[src/rtl/track_pkg.sv]
// Shared definitions for the track sensor conditioning slice.
package track_pkg;

  // Number of track-occupancy sensor lines handled by the conditioner.
  localparam int unsigned NUM_SENSORS = 4;

  // Default debounce and stuck-detection lengths, in Clock cycles.
  localparam int unsigned DEBOUNCE_CYCLES_DEF = 16;
  localparam int unsigned STUCK_CYCLES_DEF    = 4096;

  // Default counter widths sized to hold the defaults above.
  localparam int unsigned DB_W_DEF  = 8;
  localparam int unsigned STK_W_DEF = 13;

  // One-hot per-channel qualification states.
  typedef enum logic [3:0] {
    ST_CLEAR    = 4'b0001,
    ST_QUAL_ON  = 4'b0010,
    ST_ACTIVE   = 4'b0100,
    ST_QUAL_OFF = 4'b1000
  } chan_state_t;

endpackage : track_pkg

[src/rtl/sensor_channel.sv]
// One track sensor line: two-flop synchronizer, debounce state machine,
// occupancy level/arrival strobe and sticky stuck-occupied flag.
module sensor_channel
  import track_pkg::*;
#(
  parameter int unsigned DEBOUNCE_CYCLES = DEBOUNCE_CYCLES_DEF,
  parameter int unsigned DB_W            = DB_W_DEF,
  parameter int unsigned STUCK_CYCLES    = STUCK_CYCLES_DEF,
  parameter int unsigned STK_W           = STK_W_DEF
) (
  input  logic Clock,
  input  logic RESET,
  input  logic raw,
  input  logic stuck_clr,
  output logic sr,
  output logic sr_rise,
  output logic stuck
);

  // Last count value before a qualification completes.
  localparam logic [DB_W-1:0]  CNT_LAST = DB_W'(DEBOUNCE_CYCLES - 1);
  localparam logic [DB_W-1:0]  CNT_ONE  = DB_W'(1);
  // Stuck counter saturation point and the value one step before it.
  localparam logic [STK_W-1:0] STK_MAX  = STK_W'(STUCK_CYCLES);
  localparam logic [STK_W-1:0] STK_LAST = STK_W'(STUCK_CYCLES - 1);
  localparam logic [STK_W-1:0] STK_ONE  = STK_W'(1);

  logic             sync_d;
  logic             sync_q;
  chan_state_t      state;
  logic [DB_W-1:0]  cnt;
  logic [STK_W-1:0] stk_cnt;

  // Bring the asynchronous sensor line into the Clock domain.
  always_ff @(posedge Clock) begin
    if (RESET) begin
      sync_d <= 1'b0;
      sync_q <= 1'b0;
    end else begin
      sync_d <= raw;
      sync_q <= sync_d;
    end
  end

  // Debounce FSM; sr/sr_rise/stuck are updated on the same edge as the state
  // so the level follows the qualified state with no extra cycle of latency.
  always_ff @(posedge Clock) begin
    if (RESET) begin
      state   <= ST_CLEAR;
      cnt     <= '0;
      stk_cnt <= '0;
      sr      <= 1'b0;
      sr_rise <= 1'b0;
      stuck   <= 1'b0;
    end else begin
      sr_rise <= 1'b0;
      // Operator clear; a fresh set later in this block overrides it.
      if (stuck_clr) begin
        stuck <= 1'b0;
      end

      case (state)
        ST_CLEAR: begin
          if (sync_q) begin
            state <= ST_QUAL_ON;
            cnt   <= CNT_ONE;
          end
        end

        ST_QUAL_ON: begin
          if (!sync_q) begin
            state <= ST_CLEAR;
            cnt   <= '0;
          end else if (cnt == CNT_LAST) begin
            state   <= ST_ACTIVE;
            cnt     <= '0;
            stk_cnt <= '0;
            sr      <= 1'b1;
            sr_rise <= 1'b1;
          end else begin
            cnt <= cnt + CNT_ONE;
          end
        end

        ST_ACTIVE: begin
          if (!sync_q) begin
            state <= ST_QUAL_OFF;
            cnt   <= CNT_ONE;
          end else if (stk_cnt != STK_MAX) begin
            stk_cnt <= stk_cnt + STK_ONE;
            if (stk_cnt == STK_LAST) begin
              stuck <= 1'b1;
            end
          end
        end

        ST_QUAL_OFF: begin
          // A short dropout returns to ACTIVE keeping the occupancy age.
          if (sync_q) begin
            state <= ST_ACTIVE;
            cnt   <= '0;
          end else if (cnt == CNT_LAST) begin
            state <= ST_CLEAR;
            cnt   <= '0;
            sr    <= 1'b0;
          end else begin
            cnt <= cnt + CNT_ONE;
          end
        end

        default: begin
          state <= ST_CLEAR;
          cnt   <= '0;
          sr    <= 1'b0;
        end
      endcase
    end
  end

endmodule : sensor_channel

[src/rtl/track_sensor_conditioner.sv]
// Conditions the raw track-occupancy sensor lines into clean debounced
// levels, arrival strobes and stuck-occupied flags, one channel per line.
module track_sensor_conditioner
  import track_pkg::*;
#(
  parameter int unsigned DEBOUNCE_CYCLES = DEBOUNCE_CYCLES_DEF,
  parameter int unsigned DB_W            = DB_W_DEF,
  parameter int unsigned STUCK_CYCLES    = STUCK_CYCLES_DEF,
  parameter int unsigned STK_W           = STK_W_DEF
) (
  input  logic                   Clock,
  input  logic                   RESET,
  input  logic [NUM_SENSORS:1]   RAW,
  input  logic                   STUCK_CLR,
  output logic [NUM_SENSORS:1]   SR,
  output logic [NUM_SENSORS:1]   SR_RISE,
  output logic [NUM_SENSORS:1]   STUCK
);

  // The single operator clear applies to every channel.
  logic [NUM_SENSORS:1] stuck_clr_fan;
  assign stuck_clr_fan = {NUM_SENSORS{STUCK_CLR}};

  // Independent, identical channel per sensor line.
  for (genvar i = 1; i <= NUM_SENSORS; i++) begin : g_chan
    sensor_channel #(
      .DEBOUNCE_CYCLES (DEBOUNCE_CYCLES),
      .DB_W            (DB_W),
      .STUCK_CYCLES    (STUCK_CYCLES),
      .STK_W           (STK_W)
    ) u_chan (
      .Clock     (Clock),
      .RESET     (RESET),
      .raw       (RAW[i]),
      .stuck_clr (stuck_clr_fan[i]),
      .sr        (SR[i]),
      .sr_rise   (SR_RISE[i]),
      .stuck     (STUCK[i])
    );
  end

endmodule : track_sensor_conditioner

[config.mk]
export PLATFORM = sky130hd
export DESIGN_NAME = track_sensor_conditioner
export DESIGN_NICKNAME = d
export VERILOG_FILES = /design/src/rtl/track_pkg.sv /design/src/rtl/sensor_channel.sv /design/src/rtl/track_sensor_conditioner.sv
export SDC_FILE = /design/constraint.sdc
export NUM_CORES = 1
export LEC_CHECK = 0
export CORE_UTILIZATION = 65
export CTS_BUF_LIST = sky130_fd_sc_hd__clkbuf_16
export CTS_CLUSTER_SIZE = 16
export DETAILED_ROUTE_END_ITERATION = 7
export PLACE_DENSITY = 0.84
export SYNTH_ARGS = -nofsm -noshare
export SYNTH_HDL_FRONTEND = slang
export SYNTH_SLANG_ARGS = --single-unit
[constraint.sdc]
create_clock -name Clock -period 3.6 [get_ports Clock]
set_input_delay 0.54 -clock Clock [delete_from_list [all_inputs] [get_ports Clock]]
set_output_delay 0.54 -clock Clock [all_outputs]
set_load 0.05 [all_outputs]
## After elaboration in Yosys (flattened, before gate mapping)

Cells that the tools add are included.

- Flip-flop bits (word level): 120
- Input bits: 7
- Output and inout bits: 12
- Word-level logic and storage cells: 264

- $add $sub $neg: 8
- Equality and inequality tests: 68
- Multiplexer cells: 116
- Bitwise operators: 12
- Reductions and logical operators: 28

Operators with widths:

| cell | number |
|---|---|
| 2-to-1 mux 13 bit | 16 |
| 2-to-1 mux 8 bit | 20 |
| one-hot mux 8 bit (4 select lines) | 4 |
| one-hot mux 13 bit (2 select lines) | 4 |
| 2-to-1 mux 4 bit | 24 |
| one-hot mux 4 bit (4 select lines) | 4 |
| adder 13 x 1 -> 13 bit, second input constant | 4 |
| == test 13 x 12 -> 1 bit, second input constant | 4 |
| inequality test 13 bit, second input constant | 4 |
| inequality test 2 x 1 -> 1 bit, second input constant | 24 |
| 2-to-1 mux 1 bit | 40 |
| AND reduction 5 bit | 8 |
| adder 8 x 1 -> 8 bit, second input constant | 4 |
| == test 8 x 4 -> 1 bit, second input constant | 4 |
| == test 4 x 1 -> 1 bit, second input constant | 4 |
| == test 4 x 2 -> 1 bit, second input constant | 4 |
| == test 4 x 3 -> 1 bit, second input constant | 4 |
| == test 4 bit, second input constant | 4 |
| inequality test 2 bit, second input constant | 8 |
| AND reduction 4 bit | 4 |
| inequality test 3 x 1 -> 1 bit, second input constant | 4 |
| inequality test 3 bit, second input constant | 4 |
| inverter 1 bit | 12 |
| one-hot mux 1 bit (3 select lines) | 4 |
| 4 further kinds | 16 |

## Logic depth before layout (Yosys ltp)

Gate-level depths: netlist (run 1).

- Word-level depth: 5
- Mapped depth: 9
- Gate-level depth less buffers: 7

## Hierarchy

Synthesis (run 1) repeated with hierarchy kept, for this count alone.

- Cells, all modules: 823
- Area total of the unflattened synthesis: 7,028.0 um^2

By module, submodules not included:

| module | times used | cells each | area each (um^2) | seq. area each (um^2) |
|---|---|---|---|---|
| sensor_channel at g_chan[1].u_chan ... | 3 | 206 | 1,737.9 | 600.6 |
| sensor_channel at g_chan[4].u_chan | 1 | 205 | 1,814.2 | 600.6 |

## Least setup slack after synthesis (run 1)

No wires, ideal clock.

- Path type: reg-to-reg
- Start: register g_chan[4].u_chan.cnt[7]
- End: register g_chan[4].u_chan.stk_cnt[11]
- Setup time: 0.070 ns
- Arrival time: 2.214 ns
- Data required time: 3.530 ns
- Setup slack: 1.316 ns
- Cell stages (with the launch flop): 7
- Path buffers: 1
- Clock period less this slack: 2.284 ns
- Cell sequence: dfxtp_1 > or4_4 > or4_4 > o21a_4 > buf_6 > or4_1 > a21oi_1

- Longest elaborated chain between the ends: 3

Ends and longest elaborated chain:

| item | RTL line | RTL |
|---|---|---|
| start: declaration | sensor_channel.sv:31 | `logic [DB_W-1:0] cnt;` |
| start signal: assignment | sensor_channel.sv:81 | `cnt <= cnt + CNT_ONE;` |
| start signal: assignment | sensor_channel.sv:107 | `cnt <= cnt + CNT_ONE;` |
| == test 8 x 4 -> 1 bit | sensor_channel.sv:74 | `end else if (cnt == CNT_LAST) begin` |
| inequality test 2 x 1 -> 1 bit (no source line) | n/a |  |
| AND reduction 5 bit (no source line) | n/a |  |
| end signal: assignment | sensor_channel.sv:90 | `stk_cnt <= stk_cnt + STK_ONE;` |
| end: declaration | sensor_channel.sv:32 | `logic [STK_W-1:0] stk_cnt;` |

Every way passes these cells.
A chain may end at the register's enable or synchronous reset.

## Worst setup path after layout (run 1)

- Start: register g_chan[4].u_chan.state[1]
- End: register g_chan[4].u_chan.stk_cnt[11]

- Longest elaborated chain between the ends: 3
- Elaborated cells on any way between the ends: 9
- Classes of those cells: 6 x eq/ne; 1 x mux; 2 x reduce/logical

Ends and longest elaborated chain:

| item | RTL line | RTL |
|---|---|---|
| start: declaration | sensor_channel.sv:30 | `chan_state_t state;` |
| start signal: assignment | sensor_channel.sv:49 | `state <= ST_CLEAR;` |
| start signal: assignment | sensor_channel.sv:65 | `state <= ST_QUAL_ON;` |
| start signal: assignment | sensor_channel.sv:72 | `state <= ST_CLEAR;` |
| == test 4 x 3 -> 1 bit or == test 4 x 2 -> 1 bit (tied branches) | sensor_channel.sv:62 | `case (state)` |
| inequality test 2 x 1 -> 1 bit (no source line) or nonzero test 2 bit (tied branches) | n/a |  |
| AND reduction 5 bit (no source line) | n/a |  |

Several ways; a longest one is shown, not always the timed one.

==> results_dict.tcl, run 1 <==
set metrics [dict create \
    layout_common_cells "dfxtp_1 (120), nor2_1 (79), a21oi_1 (56)" \
    grt_antenna_before_repair 0 \
    critical-path-max-stage-delay_ns 0.56 \
    route.vias.total 5708 \
    firstDrtPassIters 5 \
    power_frac_comb_pct 3.4 \
    grt_pass1_vias 5191 \
    drv_cap 0 \
    finalHoldViolCount 0 \
    routed_wl_um 13900 \
    relSlewSlack_pct 44.1 \
    drv_slew 0 \
    nets 794 \
    fin_util_pct 73.8 \
    area_growth_pct 10.7 \
    synthAdderAreaFrac_pct 2.32 \
    cp.depth 5 \
    syn_area_sq_mm 0.00646 \
    synthFlopType "dfxtp_1" \
    fp.dieH_um 102 \
    fill_cells 692 \
    crit_slowest_cell "dfxtp_1" \
    ys_seq_area_share_pct 37.2 \
    max_slew.worst_pin.slew_ns 0.832 \
    rsz0062_at_grt "no" \
    yosysWarnings 0 \
    grt_pass1_wl_um 23300 \
    clock_skew_ns 0.00726 \
    postCtsSetupBuffers 0 \
    rows 36 \
    vdd.ir_drop.worst_mv 0.466 \
    critPathBufInv 0 \
    min_path_cells 1 \
    io_buffer_count 18 \
    layout_commonest_cell "dfxtp_1" \
    synth-simple-area-share_pct 32.5 \
    worstSkewPairLatency_ns 0.42 \
    synth_mux_area_share_pct 1.12 \
    p_sw_uw 659 \
    arrival_ns 2.86 \
    root_buffer "clkbuf_16" \
    drive_gt1_share_pct 5.58 \
    vias_per_cell 6.20 \
    timing.fmax_mhz 397 \
    grt_max_degree 40 \
    path_cells "or3b_2 -> or4_4 -> o21a_4 -> or4_1 -> a21oi_1" \
    die_x_um 102 \
    power.internal_mw 2.44 \
    dp_cells 889 \
    drt_first_iter_violations 339 \
    cts-resized-gates 0 \
    synth_xor_area_share_pct 5.15 \
    route.detailed.drc 0 \
    synth_compound_area_share_pct 16.4 \
    detailed_place_hpwl_um 8860 \
    syn_nets 809 \
    yosysTopAreaCellShare_pct 37.2 \
    synthArstFlopShare_pct 0 \
    status "complete, no violations" \
    dpl_cell_area_sq_mm 0.00658 \
    overflow 0 \
    yosys.area.top_type "dfxtp_1" \
    fin_crit_sh_pct 70.0 \
    postSynthCellCount 790 \
    instances_no_fill 921 \
    crit_type "flop to flop" \
    syn_area_per_cell_sq_um 8.18 \
    numCtsBuffers 17 \
    ios 19 \
    ys_seq_elements 120 \
    worst_setup_path_start_kind "flop" \
    seq_power_share_pct 43.9 \
    power_mw 3.10 \
    start_util_pct 66.7 \
    place_congestion 0.866 \
    p_leak_nw 2.58 \
    endpoint_kind "flop" \
    path_delay_family "simple AND/OR/NAND/NOR gates" \
    finalInstanceArea_sq_mm 0.00715 \
    synth_top_family_by_area "simple AND/OR/NAND/NOR gates" \
    cts_buffer_depth 2 \
    antenna_left 0 \
    ctsHoldBuffers 0 \
    insertedDiodeCount 0 \
    r2r_cells 5 \
    h-tree-depth 4 \
    wire_per_inst_um 15.1 \
    path_clk_slew_ns 0.05 \
    hp-class "flop to flop" \
    core-area_sq_mm 0.00968 \
    power_density_mw_per_mm2 434 \
    critical_path.max_fanout 21 \
    die_area_sq_mm 0.0103 \
    cp.required_ns 3.94 \
    cts_tree "yes" \
    netlist_top_cells_area "dfxtp_1 (37%), xor2_1 (4.6%), nor2_1 (4.6%)" \
    synthDistinctLibCells 64 \
    p_sw_share_pct 21.3 \
    p_clk_share_pct 52.7 \
    setup_viol 0 \
    synth_edf_count 0 \
    post-route-min-period_ns 2.52 \
    clock_sinks 120 \
    grtUsageTotal_pct 28.4 \
    fin_tns_setup_ns 0 \
]
[worst reg2reg max path, cell delays in order, from the launching register on]
cell and delay (ns):
dfxtp_1 0.56, or3b_2 0.50, or4_4 0.52, o21a_4 0.21
or4_1 0.50, a21oi_1 0.16
[layer usage]
layer	global-route usage (%)	vias to the layer above	wire (um)
met2	48.4	138	6930
met4	11.3	0	231
li1	-	2839	-
met1	33.7	2707	6090
met5	0	-	0
met3	8.07	24	614
[synthesized netlist by cell type (9+ instances only)]
library cell  count
nor3b_1          12
nor4b_1          10
nand4_1          26
inv_1            21
or3_1            14
a21oi_1          56
nand2_1          48
and4_1            9
xor2_1           34
o21ai_0          27
nand3_1          32
dfxtp_1         120
nor3_1           19
nor2_1           79
and3_1           24
nand2b_1         30
nor4_1           13
nor2b_1          13
buf_4            12
clkbuf_1         42
ha_1             12
[cells by family after synthesis]
family	Yosys count
AOI/OAI and AO/OA	162
xor gates and xnor gates	38
adders and majority gates	12
buffers and inverters	78
DFF	120
muxes	7
and+or+nand+nor	373
[path summary, 6_finish.rpt]
kind | startpoint | to | slack (ns)
max | g_chan[4].u_chan.state[1] | g_chan[4].u_chan.stk_cnt[11] | 1.08
min | g_chan[4].u_chan.sync_d | g_chan[4].u_chan.sync_q | 0.45
max reg2reg | g_chan[4].u_chan.state[1] | g_chan[4].u_chan.stk_cnt[11] | 1.08
min reg2reg | g_chan[4].u_chan.sync_d | g_chan[4].u_chan.sync_q | 0.45
[cell type report]
class | count | area [sq um] | share of cell area, %
multi-input combinational | 592 | 3720 | 52.0
sequential | 120 | 2400 | 33.6
clock buffer | 17 | 425 | 5.95
timing repair buffer | 23 | 213 | 2.98
tap | 133 | 166 | 2.33
clock inverter | 15 | 144 | 2.01
inverter | 21 | 78.8 | 1.10
[state kept, by name (all words and copies together) (netlist names)]
name	flops
g_chan.u_chan.sync_d	4
g_chan.u_chan.stuck	4
g_chan.u_chan.stk_cnt	52
g_chan.u_chan.cnt	32
g_chan.u_chan.sr_rise	4
g_chan.u_chan.state	16
g_chan.u_chan.sync_q	4
g_chan.u_chan.sr	4
[power groups by stage]
| stage | registers, mW | clock network, mW | logic, mW |
|---|---|---|---|
| 2_1_floorplan | 1.37 | 0 | 0.0906 |
| 3_3_place_gp | 1.39 | 0 | 0.0996 |
| 3_5_place_dp | 1.39 | 0 | 0.103 |
| 4_1_cts | 1.36 | 1.65 | 0.105 |
| 5_1_grt | 1.36 | 1.72 | 0.117 |
| 6_report | 1.36 | 1.63 | 0.105 |
[through the flow]
stage | hold slack, ns | worst slack (ns)
after floorplan | 0.414 | 1.32
after global placement | 0.417 | 1.18
after detailed placement | 0.427 | 1.11
after CTS | 0.452 | 1.08
after global routing | 0.470 | 0.831
final | 0.446 | 1.08
(Power assumes the default switching activity.)
==> run 2: changes to the inputs <==
CORE_UTILIZATION = 62   (was 65)
PLACE_DENSITY = 0.8   (was 0.84)
clock period = 2.4 ns   (was 3.6 ns; I/O delays follow)
==> results_dict.tcl, run 2 (synthesis gave the netlist of run 1 again) <==
set metrics [dict create \
    status "complete, no violations" \
    grt_pass1_vias 5284 \
    fin_tns_setup_ns 0 \
    nets 812 \
    cp.required_ns 2.74 \
    io_buffer_count 18 \
    vdd.ir_drop.worst_mv 0.590 \
    holdWs_ns 0.445 \
    regArea_sq_mm 0.00240 \
    detailed_place_hpwl_um 9310 \
    route.detailed.drc 0 \
    dpl_cell_area_sq_mm 0.00670 \
    overflow 0 \
    max_slew.worst_pin.slew_ns 0.674 \
    reg.largest.list "g_chan.u_chan.stk_cnt: 52 flops, g_chan.u_chan.cnt: 32 flops, g_chan.u_chan.state: 16 flops" \
    relSlewSlack_pct 54.6 \
    core-area_sq_mm 0.00995 \
    layout_common_cells "dfxtp_1 (120), nor2_1 (79), a21oi_1 (56)" \
    p_sw_share_pct 21.0 \
    grt_antenna_before_repair 0 \
    r2r-start "g_chan[4].u_chan.cnt[6]" \
    p_clk_share_pct 52.4 \
    wire_per_inst_um 14.9 \
    fp.dieH_um 104 \
    ctsHoldBuffers 0 \
    regMostFlops "g_chan.u_chan.stk_cnt" \
    drt_first_iter_violations 315 \
    power_mw 4.65 \
    worstSkewPairLatency_ns 0.41 \
    dp_cells 906 \
    arrival_ns 2.69 \
    cts_tree "yes" \
    cts_buffer_depth 2 \
    critical_path.max_fanout 11 \
    setup_viol 0 \
    die_x_um 104 \
    clock_sinks 120 \
    fin_crit_sh_pct 97.8 \
    rows 36 \
    grtUsageTotal_pct 26.5 \
    grt_pass1_wl_um 23800 \
    worst_setup_path_start_kind "flop" \
    power.internal_mw 3.67 \
    finalInstanceArea_sq_mm 0.00728 \
    route.vias.total 5733 \
    seq_power_share_pct 43.8 \
    drv_cap 0 \
    crit_type "flop to flop" \
    layout_setup_ws_ns 0.0534 \
    ios 19 \
    place_congestion 0.870 \
    preCtsSetupSlack_ns 0.0438 \
    power_density_mw_per_mm2 639 \
    p_sw_uw 978 \
    path_clk_slew_ns 0.06 \
    die_area_sq_mm 0.0108 \
    endpoint_kind "flop" \
    hp-class "input port to flop" \
    area_growth_pct 12.7 \
    h-tree-depth 4 \
    root_buffer "clkbuf_16" \
    insertedDiodeCount 0 \
    rsz0062_at_grt "no" \
    postCtsSetupBuffers 0 \
    start_util_pct 64.9 \
    timing.fmax_mhz 426 \
    fin_util_pct 73.1 \
    firstDrtPassIters 5 \
    largest_reg_flops 52 \
    instances_no_fill 939 \
    routed_wl_um 14000 \
    post-route-min-period_ns 2.35 \
    antenna_left 0 \
    layout_commonest_cell "dfxtp_1" \
    fill_cells 769 \
    power_frac_comb_pct 3.8 \
    min-delay-start "RESET" \
    finalHoldViolCount 0 \
    clock_skew_ns 0.00705 \
    p_leak_nw 2.67 \
    drv_slew 0 \
    cts-resized-gates 0 \
    vias_per_cell 6.11 \
    numCtsBuffers 17 \
    multi_input_area_sq_mm 0.00372 \
    drive_gt1_share_pct 7.44 \
    grt_max_degree 29 \
    cp-startpoint "g_chan[4].u_chan.cnt[6]" \
]
==> run 2: cell types whose count changed in the layout (fill, tap and decap cells not counted), sizes merged <==
cell,before,now
buf,6,23
o21a,6,7
clkinv,8,6
clkinvlp,1,2
inv,24,25
==> run 2: power groups by stage <==
stage               logic [mW]  registers (mW)  clock network (mW)
finish                   0.176            2.04                2.44
CTS                      0.176            2.04                2.47
floorplan                0.136            2.06                   0
detailed placement       0.174            2.08                   0
global route             0.195            2.04                2.57
global placement         0.168            2.08                   0
==> run 2: cell type report <==
type | count | share of cell area [%]
flip-flops and latches | 120 | 33.0
clock inverters | 15 | 1.99
clock buffers | 17 | 5.84
repair buffers | 40 | 4.68
inverters | 21 | 1.08
multi-input cells | 593 | 51.1
well taps | 133 | 2.29
==> run 2: final timing paths <==
path	slack, ns	depth (start not counted)	endpoint
worst min-delay path	0.44	2	g_chan[4].u_chan.stuck
worst min register to register	0.45	1	g_chan[3].u_chan.sync_q
worst max-delay path	0.05	5	g_chan[4].u_chan.stk_cnt[9]
worst max register to register	0.05	5	g_chan[4].u_chan.stk_cnt[9]
==> run 2: routing by layer <==
metal | wire length [um] | share of wire, % | vias up | GRT usage (%)
met2 | 7050 | 50 | 134 | 46.1
met5 | 0 | 0 | - | 0
met1 | 6200 | 44 | 2715 | 31.4
li1 | - | - | 2865 | -
met4 | 219 | 1.6 | 0 | 10.4
met3 | 547 | 3.9 | 19 | 6.45
==> run 2: worst max-delay path: stages (launching register included) <==
cell and delay [ns]:
dfxtp_1 0.34, or4_4 0.54, or4_4 0.57, o21a_4 0.18, or4_1 0.50, a21oi_1 0.14
